### config.mk
export PLATFORM = sky130hd
export DESIGN_NAME = fx2_wr_sched
export DESIGN_NICKNAME = d
export VERILOG_FILES = /design/src/rtl/fx2_pkg.sv /design/src/rtl/fx2_idle_timer.sv /design/src/rtl/fx2_wr_sched.sv
export SDC_FILE = /design/constraint.sdc
export NUM_CORES = 1
export LEC_CHECK = 0
export ABC_CLOCK_PERIOD_IN_PS = 5650
export BUFFER_PORTS_ARGS = -buffer_cell sky130_fd_sc_hd__buf_2
export CAP_MARGIN = 15
export CORE_MARGIN = 2
export CORE_UTILIZATION = 57
export DETAILED_ROUTE_END_ITERATION = 7
export GPL_ROUTABILITY_DRIVEN = 0
export PLACE_DENSITY = 0.95
export SYNTH_ARGS = -nofsm -noshare
export SYNTH_HDL_FRONTEND = slang
export SYNTH_HIERARCHICAL = 1
export SYNTH_SLANG_ARGS = --single-unit
### constraint.sdc
create_clock -name FX2_IFCLK -period 5.65 [get_ports FX2_IFCLK]
set_input_delay 0.565 -clock FX2_IFCLK [delete_from_list [all_inputs] [get_ports FX2_IFCLK]]
set_output_delay 0.565 -clock FX2_IFCLK [all_outputs]
set_load 0.01 [all_outputs]
### src/rtl/fx2_pkg.sv
// rtl/fx2_pkg.sv - shared types and defaults for the FX2 write scheduler
package fx2_pkg;
  localparam int         DEF_WORD_W  = 16;
  localparam logic [1:0] DEF_EP0_ADR = 2'b00;
  localparam logic [1:0] DEF_EP1_ADR = 2'b10;

  typedef enum logic [2:0] {
    IDLE,
    SETUP,
    STROBE,
    HOLD,
    PK_SETUP,
    PK_STROBE
  } state_t;
endpackage

### src/rtl/fx2_idle_timer.sv
// rtl/fx2_idle_timer.sv - per-endpoint dirty flag and saturating idle counter
module fx2_idle_timer #(
  parameter int IDLE_TO = 4096,
  parameter int TO_W    = 13
) (
  input  logic FX2_IFCLK,
  input  logic RESET,
  input  logic strobe,
  input  logic commit,
  output logic pending
);
  localparam logic [TO_W-1:0] LIMIT = TO_W'(IDLE_TO);

  logic            dirty;
  logic [TO_W-1:0] idle_cnt;

  always_ff @(posedge FX2_IFCLK) begin
    if (RESET) begin
      dirty    <= 1'b0;
      idle_cnt <= '0;
    end else if (strobe) begin
      dirty    <= 1'b1;
      idle_cnt <= '0;
    end else if (commit) begin
      dirty    <= 1'b0;
      idle_cnt <= '0;
    end else if (dirty && idle_cnt != LIMIT) begin
      idle_cnt <= idle_cnt + TO_W'(1);
    end
  end

  // An endpoint never written since its last commit stays clean and silent.
  assign pending = dirty && (idle_cnt == LIMIT);
endmodule

### src/rtl/fx2_wr_sched.sv
// rtl/fx2_wr_sched.sv - round-robin FX2 slave-FIFO write scheduler for two word sources
module fx2_wr_sched
  import fx2_pkg::*;
#(
  parameter int         WORD_W  = DEF_WORD_W,
  parameter logic [1:0] EP0_ADR = DEF_EP0_ADR,
  parameter logic [1:0] EP1_ADR = DEF_EP1_ADR,
  parameter int         IDLE_TO = 4096,
  parameter int         TO_W    = 13
) (
  input  logic              FX2_IFCLK,
  input  logic              RESET,
  input  logic [1:0]        REQ,
  input  logic [WORD_W-1:0] DATA0,
  input  logic [WORD_W-1:0] DATA1,
  output logic [1:0]        ACK,
  input  logic              FX2_FLAGA,
  input  logic              FX2_FLAGB,
  output logic              FX2_SLWR,
  output logic              FX2_PKTEND,
  output logic [1:0]        FX2_FIFOADR,
  output logic [WORD_W-1:0] FX2_FD,
  output logic              FX2_SLOE,
  output logic              FX2_SLRD
);
  state_t            state, state_n;
  logic [1:0]        req_meta, req_s;
  logic              g, g_n;
  logic              last_grant, lg_n;
  logic              pick;
  logic              slwr_n, pktend_n;
  logic [1:0]        adr_n, ack_n;
  logic [WORD_W-1:0] fd_n;
  logic [1:0]        flags, elig, pend;

  assign FX2_SLOE = 1'b1;
  assign FX2_SLRD = 1'b1;
  assign flags    = {FX2_FLAGB, FX2_FLAGA};
  assign elig     = req_s & ~ACK & flags;

  fx2_idle_timer #(.IDLE_TO(IDLE_TO), .TO_W(TO_W)) u_tmr0 (
    .FX2_IFCLK (FX2_IFCLK),
    .RESET     (RESET),
    .strobe    (state == STROBE && !g),
    .commit    (state == PK_STROBE && !g),
    .pending   (pend[0])
  );

  fx2_idle_timer #(.IDLE_TO(IDLE_TO), .TO_W(TO_W)) u_tmr1 (
    .FX2_IFCLK (FX2_IFCLK),
    .RESET     (RESET),
    .strobe    (state == STROBE && g),
    .commit    (state == PK_STROBE && g),
    .pending   (pend[1])
  );

  always_comb begin
    state_n  = state;
    g_n      = g;
    lg_n     = last_grant;
    pick     = 1'b0;
    slwr_n   = 1'b1;
    pktend_n = 1'b1;
    adr_n    = FX2_FIFOADR;
    fd_n     = FX2_FD;
    ack_n    = ACK;
    case (state)
      IDLE: begin
        // Writes outrank commits; on a tie the channel not served last wins.
        if (|elig) begin
          pick    = (elig == 2'b11) ? ~last_grant : elig[1];
          g_n     = pick;
          lg_n    = pick;
          fd_n    = pick ? DATA1 : DATA0;
          adr_n   = pick ? EP1_ADR : EP0_ADR;
          state_n = SETUP;
        end else if (|pend) begin
          g_n     = ~pend[0];
          adr_n   = pend[0] ? EP0_ADR : EP1_ADR;
          state_n = PK_SETUP;
        end
      end
      SETUP: begin
        if (flags[g]) begin
          slwr_n  = 1'b0;
          state_n = STROBE;
        end
      end
      STROBE: begin
        ack_n[g] = 1'b1;
        state_n  = HOLD;
      end
      HOLD: begin
        if (!req_s[g]) begin
          ack_n[g] = 1'b0;
          state_n  = IDLE;
        end
      end
      PK_SETUP: begin
        pktend_n = 1'b0;
        state_n  = PK_STROBE;
      end
      PK_STROBE: state_n = IDLE;
      default:   state_n = IDLE;
    endcase
  end

  always_ff @(posedge FX2_IFCLK) begin
    if (RESET) begin
      req_meta    <= 2'b00;
      req_s       <= 2'b00;
      state       <= IDLE;
      g           <= 1'b0;
      last_grant  <= 1'b1;
      ACK         <= 2'b00;
      FX2_SLWR    <= 1'b1;
      FX2_PKTEND  <= 1'b1;
      FX2_FIFOADR <= EP0_ADR;
      FX2_FD      <= '0;
    end else begin
      req_meta    <= REQ;
      req_s       <= req_meta;
      state       <= state_n;
      g           <= g_n;
      last_grant  <= lg_n;
      ACK         <= ack_n;
      FX2_SLWR    <= slwr_n;
      FX2_PKTEND  <= pktend_n;
      FX2_FIFOADR <= adr_n;
      FX2_FD      <= fd_n;
    end
  end
endmodule
==> key figures <==
Final layout
  – Fin cells: 432
  – # diodes: 0
  – Multi-input gate area: 1390 um^2
  – Final nets: 418
  – Design Area, Final: 3130 um^2
  – # fillers: 330
  – Core Util, Final: 70.4%
  – Sequential cell area: 1140 um^2
  – Commonest non-fill, non-tap cell in the layout: buf_2
  – Layout cells sized above 1: 21.6%
  – Most frequent cells in the layout: buf_2, dfxtp_1, nand2_1, nor2_1, a311oi_1
  – Syn-to-layout area delta: 17.1%

Timing
  – Worst-Margin Slew: 838 ps
  – Fin Hold WS: 442 ps
  – Final setup vio count: 0
  – RSZ-0062 raised after global routing: false
  – Fin Setup TNS: 0 ps
  – Hold Violations, Final: 0
  – Setup ws final: 3630 ps
  – Pins Over Slew Limit: 0
  – Skew final: 10.9 ps
  – Maximum clock frequency: 494 MHz
  – Final worst-path cycle share: 35.8%
  – Worst slew margin: 44.0%
  – Minimum clock period: 2020 ps

Critical path
  – Critical path origin: state[2]
  – CP Capture Type: flop
  – Reg2Reg Capture Point: u_tmr1/idle_cnt[8]
  – Startpoint types: flop
  – Critical path arrival: 2310 ps
  – Reg2reg start: state[2]
  – FF-to-FF path depth: 7
  – R2r setup slk: 3630 ps
  – CP endpoint: u_tmr1/idle_cnt[8]
  – Required time of the critical path: 5940 ps
  – Critical path type: flop to flop
  – CP max FO: 13

Die
  – Die height: 72.4 um
  – Core box area: 4440 um^2
  – Ports: 62
  – Initial core utilization: 60.1%
  – Die Area: 5250 um^2
  – Row Count: 24
  – Die Width: 72.4 um

Drt
  – DRT Wirelength: 6290 um
  – Drt wl/cell: 14.6 um
  – Post-DR vias/cell: 5.83
  – Post-route ant nets: 0
  – 1st-iter DRT viols: 149
  – Via count: 2518
  – DRT Pass-1 Iters: 5
  – Drc violations: 0

Min path
  – Worst hold path type: flop to flop
  – WHS Path Cells: 1

CTS
  – TritonCTS clock tree: yes
  – Worst skew pair latency: 340 ps
  – Clock sink count: 57
  – Post-CTS Resized: 0
  – Inserted Clock Buffers: 9
  – Worst-case clock buffer depth: 2
  – Root Buffer Master: clkbuf_8
  – Clock slew at reported path FFs: 60 ps
  – CTS H-Tree Depth: 3
  – Post-CTS Setup Repair Bufs: 0
  – Hold_buf cts: 0

Global route
  – Global-route wire length before repair: 10300 um
  – Vias in the first global route: 2375
  – Initial antenna violation count: 0
  – Global route total overflow: 0
  – Total Routing Usage GR: 25.2%
  – Largest net degree at the start of global routing: 35

Power and ir drop
  – Switch share: 24.2%
  – Static Leak: 1.27 nW
  – Power Density: 286 nW/um^2
  – Maximum VDD drop: 0.194 mV
  – Tot Pwr: 0.894 mW
  – Power Internal: 0.678 mW
  – Logic pwr share: 9.7%
  – Clock power frac: 42.2%
  – Sequential Power Share: 48.1%
  – Psw: 0.216 mW

Logic synthesis
  – Synth cell types: 44
  – Yosys reg bits: 57
  – Asr flop ratio synth: 0%
  – Mapped Area: 2670 um^2
  – Sequential fraction of the synthesis area: 42.7%
  – Post-synth EDFFs: 0
  – Syn_area_per_cell: 8.24 um^2
  – Cell accounting for the most synthesized area: dfxtp_1
  – Synth top area share: 42.7%
  – Top cells by area, synth: dfxtp_1, nand2_1, nor2_1, a311oi_1, xnor2_1
  – Mapped Cells: 324
  – Ys Warns: 6
  – Primary FF master, synth: dfxtp_1

Run
  – MaxCap Viol Count: 0

Place
  – Cells after DPL: 417
  – Port bufs: 58
  – Place WS: 3180 ps
  – Post-Place Cell Area: 2920 um^2
  – HPWL after detailed placement: 4320 um

Outcome
  – Run status: completed
worst max-delay path, stage by stage, from the launching register on:
cell and delay, ps:
dfxtp_1 460, nand2b_1 200, nor2_1 50, nand2_1 90
inv_1 70, or3_4 480, or4_1 540, nand2_1 80
synthesized netlist by cell type (3+ instances only):
cell	count
a31oi_1	5
buf_2	6
nor3_1	13
buf_4	4
a311oi_1	16
nor4_1	6
dfxtp_1	57
nand3b_1	3
nand3_1	8
nor2b_1	6
o21ai_0	5
clkbuf_1	6
nand2_1	54
and3_1	3
xnor2_1	14
nor2_1	45
nor4b_1	4
inv_1	11
nand4_1	6
ha_1	4
or3_1	5
a21oi_1	10
logic make-up after synthesis:
family	after synthesis	share of synthesized area, %
other	2	0.281
DFF	57	42.7
AOI/OAI and AO/OA	47	12.8
adders and majority gates	4	1.87
and+or+nand+nor	167	30.6
buffers and inverters	30	5.62
muxes	1	0.843
xor gates and xnor gates	16	5.25
registers in the layout, summed over array words and instances, names as in the netlist, named ones only:
register and cells:
FX2_PKTEND 1, state 3, req_s 2, FX2_SLWR 1
req_meta 2, u_tmr0/dirty 1, FX2_FIFOADR 1, last_grant 1
u_tmr0/idle_cnt 13, u_tmr1/dirty 1, u_tmr1/idle_cnt 13, FX2_FD 16
power groups by stage:
| stage | combinational, mW | sequential (mW) | clock [mW] |
|---|---|---|---|
| after detailed placement | 0.0840 | 0.438 | 0 |
| after global routing | 0.0960 | 0.432 | 0.402 |
| after global placement | 0.0804 | 0.438 | 0 |
| final | 0.0867 | 0.430 | 0.378 |
| after CTS | 0.0854 | 0.429 | 0.387 |
| after floorplan | 0.0566 | 0.437 | 0 |
how the worst min path moves through the flow:
stage | startpoint | slack, ps | end
2_1_floorplan | req_meta[0] | 410 | req_s[0]
3_3_place_gp | req_meta[1] | 420 | req_s[1]
3_5_place_dp | req_meta[0] | 430 | req_s[0]
4_1_cts | REQ[0] | 430 | req_meta[0]
5_1_grt | REQ[0] | 450 | req_meta[0]
6_report | req_meta[0] | 440 | req_s[0]
area by class of cell:
class	count	share of cell area, %
clock buffers	12	4.96
flip-flops and latches	57	36.5
well taps	52	2.08
clock inverters	3	1.28
inverters	12	1.44
repair buffers	58	9.28
multi-input cells	238	44.5
layer usage:
| layer | routed length (um) | global-route usage, % | up-vias |
|---|---|---|---|
| li1 | - | - | 1233 |
| met1 | 2550 | 28.8 | 1192 |
| met2 | 3290 | 42.5 | 77 |
| met3 | 310 | 8.61 | 16 |
| met4 | 138 | 11.3 | 0 |
| met5 | 0 | 0 | - |
(Power assumes the default switching activity.)
